$ cat src/rtl/rgb_cmp_pkg.sv
// Shared types and the bit-decision helper for the serial RGB magnitude comparator.
package rgb_cmp_pkg;

  typedef enum logic [1:0] {
    IDLE    = 2'd0,
    CMP     = 2'd1,
    DISPLAY = 2'd2
  } state_t;

  typedef enum logic [1:0] {
    RES_NONE = 2'b00,
    RES_LT   = 2'b01,
    RES_EQ   = 2'b10,
    RES_GT   = 2'b11
  } cmp_res_t;

  // Only meaningful when the two bits differ; at the sign position a set bit marks the smaller operand.
  function automatic cmp_res_t bit_decide(input logic a_bit, input logic sign_pos);
    cmp_res_t res;
    if (sign_pos) begin
      res = a_bit ? RES_LT : RES_GT;
    end else begin
      res = a_bit ? RES_GT : RES_LT;
    end
    return res;
  endfunction

endpackage

$ cat src/rtl/rgb_seq_mag_cmp_pwm_gate.sv
// Free-running PWM counter; pwm_on_o is high while the count is below the live duty value.
module pwm_gate #(
  parameter int PWM_BITS = 4
) (
  input  logic                clk,
  input  logic                rst_n,
  input  logic [PWM_BITS-1:0] duty_i,
  output logic                pwm_on_o
);

  logic [PWM_BITS-1:0] cnt_q;
  logic [PWM_BITS-1:0] cnt_d;

  // Counter wraps naturally at 2^PWM_BITS.
  always_comb begin
    cnt_d = cnt_q + PWM_BITS'(1);
  end

  // PWM counter register.
  always_ff @(posedge clk or negedge rst_n) begin
    if (!rst_n) begin
      cnt_q <= {PWM_BITS{1'b0}};
    end else begin
      cnt_q <= cnt_d;
    end
  end

  assign pwm_on_o = (cnt_q < duty_i);

endmodule

$ cat src/rtl/rgb_seq_mag_cmp.sv
// Serial MSB-first magnitude comparator (unsigned / two's complement) driving PWM-dimmed RGB result LEDs.
module rgb_seq_mag_cmp
  import rgb_cmp_pkg::*;
#(
  parameter int WIDTH       = 8,
  parameter int HOLD_CYCLES = 16,
  parameter int PWM_BITS    = 4
) (
  input  logic                clk,
  input  logic                rst_n,
  input  logic                in_valid,
  output logic                in_ready,
  input  logic [WIDTH-1:0]    op_a,
  input  logic [WIDTH-1:0]    op_b,
  input  logic                signed_mode,
  input  logic [PWM_BITS-1:0] duty,
  output logic                res_valid,
  output logic [1:0]          res_code,
  output logic                r,
  output logic                g,
  output logic                b
);

  localparam int IDX_W  = (WIDTH > 1) ? $clog2(WIDTH) : 1;
  localparam int HOLD_W = (HOLD_CYCLES > 1) ? $clog2(HOLD_CYCLES) : 1;
  localparam logic [IDX_W-1:0]  IDX_MSB   = IDX_W'(WIDTH - 1);
  localparam logic [HOLD_W-1:0] HOLD_LAST = HOLD_W'(HOLD_CYCLES - 1);

  state_t             state_q, state_d;
  logic [WIDTH-1:0]   a_q, a_d, b_q, b_d;
  logic               sgn_q, sgn_d;
  logic [IDX_W-1:0]   idx_q, idx_d;
  logic [HOLD_W-1:0]  hold_q, hold_d;
  cmp_res_t           code_q, code_d;
  logic               valid_q, valid_d;
  logic               ready_q, ready_d;
  logic               r_q, r_d, g_q, g_d, b_q_led, b_d_led;
  logic               a_bit_s, b_bit_s;
  logic               pwm_on;

  pwm_gate #(.PWM_BITS(PWM_BITS)) u_pwm (
    .clk      (clk),
    .rst_n    (rst_n),
    .duty_i   (duty),
    .pwm_on_o (pwm_on)
  );

  // Next-state logic for the IDLE -> CMP -> DISPLAY sequence.
  always_comb begin
    state_d = state_q;
    a_d     = a_q;
    b_d     = b_q;
    sgn_d   = sgn_q;
    idx_d   = idx_q;
    hold_d  = hold_q;
    code_d  = code_q;
    valid_d = 1'b0;
    ready_d = ready_q;
    a_bit_s = a_q[idx_q];
    b_bit_s = b_q[idx_q];
    case (state_q)
      IDLE: begin
        if (in_valid && ready_q) begin
          a_d     = op_a;
          b_d     = op_b;
          sgn_d   = signed_mode;
          idx_d   = IDX_MSB;
          ready_d = 1'b0;
          state_d = CMP;
        end else begin
          code_d  = RES_NONE;
        end
      end
      CMP: begin
        if (a_bit_s != b_bit_s) begin
          code_d  = bit_decide(a_bit_s, sgn_q && (idx_q == IDX_MSB));
          valid_d = 1'b1;
          hold_d  = {HOLD_W{1'b0}};
          state_d = DISPLAY;
        end else if (idx_q == {IDX_W{1'b0}}) begin
          code_d  = RES_EQ;
          valid_d = 1'b1;
          hold_d  = {HOLD_W{1'b0}};
          state_d = DISPLAY;
        end else begin
          idx_d   = idx_q - IDX_W'(1);
        end
      end
      DISPLAY: begin
        if (hold_q == HOLD_LAST) begin
          code_d  = RES_NONE;
          hold_d  = {HOLD_W{1'b0}};
          ready_d = 1'b1;
          state_d = IDLE;
        end else begin
          hold_d  = hold_q + HOLD_W'(1);
        end
      end
      default: begin
        code_d  = RES_NONE;
        ready_d = 1'b1;
        state_d = IDLE;
      end
    endcase
    // LEDs follow the result being registered this edge, so they go dark together with res_code.
    r_d     = (code_d == RES_GT) && pwm_on;
    g_d     = (code_d == RES_EQ) && pwm_on;
    b_d_led = (code_d == RES_LT) && pwm_on;
  end

  // FSM, operand latches, counters and registered outputs.
  always_ff @(posedge clk or negedge rst_n) begin
    if (!rst_n) begin
      state_q <= IDLE;
      a_q     <= {WIDTH{1'b0}};
      b_q     <= {WIDTH{1'b0}};
      sgn_q   <= 1'b0;
      idx_q   <= {IDX_W{1'b0}};
      hold_q  <= {HOLD_W{1'b0}};
      code_q  <= RES_NONE;
      valid_q <= 1'b0;
      ready_q <= 1'b1;
      r_q     <= 1'b0;
      g_q     <= 1'b0;
      b_q_led <= 1'b0;
    end else begin
      state_q <= state_d;
      a_q     <= a_d;
      b_q     <= b_d;
      sgn_q   <= sgn_d;
      idx_q   <= idx_d;
      hold_q  <= hold_d;
      code_q  <= code_d;
      valid_q <= valid_d;
      ready_q <= ready_d;
      r_q     <= r_d;
      g_q     <= g_d;
      b_q_led <= b_d_led;
    end
  end

  assign in_ready  = ready_q;
  assign res_valid = valid_q;
  assign res_code  = code_q;
  assign r         = r_q;
  assign g         = g_q;
  assign b         = b_q_led;

endmodule
$ cat config.mk
export PLATFORM = sky130hd
export DESIGN_NAME = rgb_seq_mag_cmp
export DESIGN_NICKNAME = d
export VERILOG_FILES = /design/src/rtl/rgb_cmp_pkg.sv /design/src/rtl/rgb_seq_mag_cmp_pwm_gate.sv /design/src/rtl/rgb_seq_mag_cmp.sv
export SDC_FILE = /design/constraint.sdc
export NUM_CORES = 1
export LEC_CHECK = 0
export ABC_AREA = 1
export ABC_CLOCK_PERIOD_IN_PS = 1410
export CORE_MARGIN = 5
export CORE_UTILIZATION = 48
export CTS_BUF_LIST = sky130_fd_sc_hd__clkbuf_8 sky130_fd_sc_hd__clkbuf_16
export CTS_CLUSTER_DIAMETER = 120
export DETAILED_ROUTE_END_ITERATION = 16
export PLACE_DENSITY = 0.75
export SKIP_LAST_GASP = 1
export SYNTH_ARGS = -nofsm -noshare
export SYNTH_HDL_FRONTEND = slang
export SYNTH_HIERARCHICAL = 1
export SYNTH_SLANG_ARGS = --single-unit
$ cat constraint.sdc
create_clock -name clk -period 1.41 [get_ports clk]
set_input_delay 0.282 -clock clk [delete_from_list [all_inputs] [get_ports clk]]
set_output_delay 0.282 -clock clk [all_outputs]
set_load 0.05 [all_outputs]
==> flow_summary.ini <==
[grt]
grtUsageTotal_pct = 17.40
antenna_found_initial = 0
grt_pass1_wl_um = 7245
grt_max_degree = 38
grt_pass1_vias = 1653
gr-total-overflow = 0

[layout]
area_delta_synth_final_pct = 43.07
drive_gt1_share_pct = 35.56
fin_cells = 334
n_antenna_cell = 0
layout.nets = 315
fillers = 296
design_area_mm2 = 0.002801

[drt]
met1Wirelength_um = 1756
route.detailed.drc = 0
met2_length_um = 2315
initialDrtViolationCount = 128
drt_pass1_iterations = 4
wl_met3_um = 197
drtAntennaViolNets = 0
top_layer = met4
viasPerCell = 4.985
drt-wirelength-per-cell_um = 13.09
vias = 1665
drt_wl_total_um = 4372

[floorplan]
die_h_um = 73.87
rows = 23
core_area_mm2 = 0.003971
start_util_pct = 49.31
die_w_um = 73.87
fp.dieArea_mm2 = 0.005457
io_pins = 31

[synth]
ys_warn_count = 6
ys.flop_type = dfrtp_1
yosys.area.top_type = dfrtp_1
post_synth_main_area_contributors = dfrtp_1, nand2_1, nand3_1
synth_edf_count = 0
async_flop_share_pct = 100.0
yosysMostFrequentCell = nand2_1
seq_area_frac_synth_pct = 47.35
avgSynthCellArea_um2 = 8.477
yosys-top-cells-count = nand2_1, dfrtp_1, inv_1, nand3_1
ys_types = 30
synth_top_area_share_pct = 46.01
syn_area_mm2 = 0.001958
syn-num-nets = 263
synth_seq_cells = 37
syn_inst = 231

[sta]
finalWorstSetupSlack_ps = -161.0
fin_hold_ws_ps = 371.3
drv_slew = 0
max_freq_ghz = 0.6366
rsz0062_at_grt = yes
period_minus_slack_ps = 1571
finalSetupViolations = 15
maxSlewHeadroom_pct = 84.20
max_slew.worst_pin.slew_ps = 236.8
hold_viol_final = 0
fin_skew_ps = 4.588
period_share_pct = 111.4

[placement]
dp_cells = 324
dpl-instance-area_mm2 = 0.002511
place_hpwl_um = 3004
place_congestion = 0.7925
portBuffers = 30
pre_cts_slack_ps = -301.1

[setup_path]
setup.worst_path.class = flop to flop
r2r_start = idx_q[0]
cp-endpoint = b
startpoint_type = flop
cp.required_ps = 1600
rrSetupSlack_ps = -160
ff2ff_path_depth = 11
critPathMaxFanout = 3
r2r-end = b
end_kind = flop
cp-startpoint = idx_q[0]
arrival_ps = 1760

[flow_run]
max-cap-violations = 0

[power]
pwr-share-comb_pct = 58.2
pwr-share-seq_pct = 27.4
intPower_uw = 3747
p_per_area_mw_per_mm2 = 2385
total_power_uw = 6682
switching_share_pct = 43.93
vdd_drop_max_mv = 1.333
cellLeakagePower_uw = 0.001428
clock_power_share_pct = 14.3
p_sw_uw = 2935

[cts]
cts.htree.levels = 2
root_buffer = clkbuf_8
cts.sinks = 37
numCtsBuffers = 5
path_clk_slew_ps = 70
clk_latency_ps = 290
cts_tree = yes
cts_buffer_depth = 2
cts_hold_buf = 0

[outcome]
failed_checks = setup timing
run_status = complete, but fails checks

[min_path]
min_path_type = primary input to async pin
worst min path at each step:
stage	from	to	slack, ps	depth (start not counted)
after floorplan	rst_n	a_q[0]	-10	0
after global routing	rst_n	g	390	2
final	rst_n	b_q[4]	370	2
after detailed placement	u_pwm/cnt_q[2]	u_pwm/cnt_q[2]	490	1
after CTS	rst_n	a_q[6]	370	2
after global placement	u_pwm/cnt_q[0]	u_pwm/cnt_q[0]	460	1
registers in the layout (all words and copies together), names as in the netlist, 2 cells and up:
register,cells
b_q,8
a_q,8
idx_q,3
u_pwm/cnt_q,4
state_q,2
hold_q,4
res_code,2
repair_timing:
item	in CTS	in global routing
gates cloned	0	0
endpoints found under the setup margin	15	15
pin swaps	16	11
endpoints found under the hold margin	0	0
gates resized for setup	18	26
setup buffers	2	0
placed cells by master, fill, tap and decap left out, types with 3 or more instances in the layout:
cell / n
mux2_2: 5
nand2_1: 42
ha_1: 7
nor2_1: 15
clkdlybuf4s50_1: 23
inv_2: 4
a21oi_1: 14
buf_12: 8
nor2_2: 3
nand3_1: 16
nand3_2: 12
clkbuf_8: 6
nand2_4: 7
or2_2: 3
inv_1: 23
nand2_2: 21
buf_4: 17
dfrtp_1: 34
logic make-up (layout without fill, tap and decap cells):
kind of cell | after synthesis | after routing | share of synthesized area [%]
and+or+nand+nor | 124 | 124 | 30.22
AOI/OAI and AO/OA | 21 | 21 | 5.879
adders and majority gates | 8 | 8 | 5.112
DFF | 37 | 37 | 47.35
muxes | 5 | 5 | 2.875
xor gates and xnor gates | 2 | 2 | 0.8947
buffers and inverters | 34 | 87 | 7.667
per-layer routing:
layer,GRT usage [%],vias up
li1,-,833
met1,20.93,782
met2,29.92,41
met3,3.283,9
met4,7.847,0
met5,0,-
layout make-up:
cell class,count,area [um^2],share of cell area (%)
Timing Repair Buffer,50,540.5,19.29
Multi-Input combinational cell,160,1026,36.62
Clock inverter,2,37.54,1.340
Inverter,29,118.9,4.243
Clock buffer,6,82.58,2.948
Sequential cell,37,933.4,33.32
Tap cell,50,62.56,2.233
worst max-delay path, stage by stage (launching register included):
cell	delay [ps]
dfrtp_2	450
buf_6	130
buf_4	130
ha_1	220
nand3_1	80
nand2_1	60
nand2_1	90
nand2_2	60
nand2_2	70
nand2_4	60
nand2_2	70
nor2_2	40
power groups by stage:
stage | logic (uW) | clock network (uW) | registers (uW)
2_1_floorplan | 1970 | 0 | 1980
3_3_place_gp | 3160 | 0 | 1800
3_5_place_dp | 3240 | 0 | 1830
4_1_cts | 3530 | 994 | 1820
5_1_grt | 4250 | 1040 | 1890
6_report | 3890 | 958 | 1830
per-stage QoR:
step	utilization (%)	TNS [ps]
global placement	63.23	-2938
global route	70.54	-2884
floorplan	-	-90.55
finish	70.54	-1684
detailed placement	63.23	-3548
CTS	68.27	-1488
No activity file was read; power rests on OpenSTA's default activity.
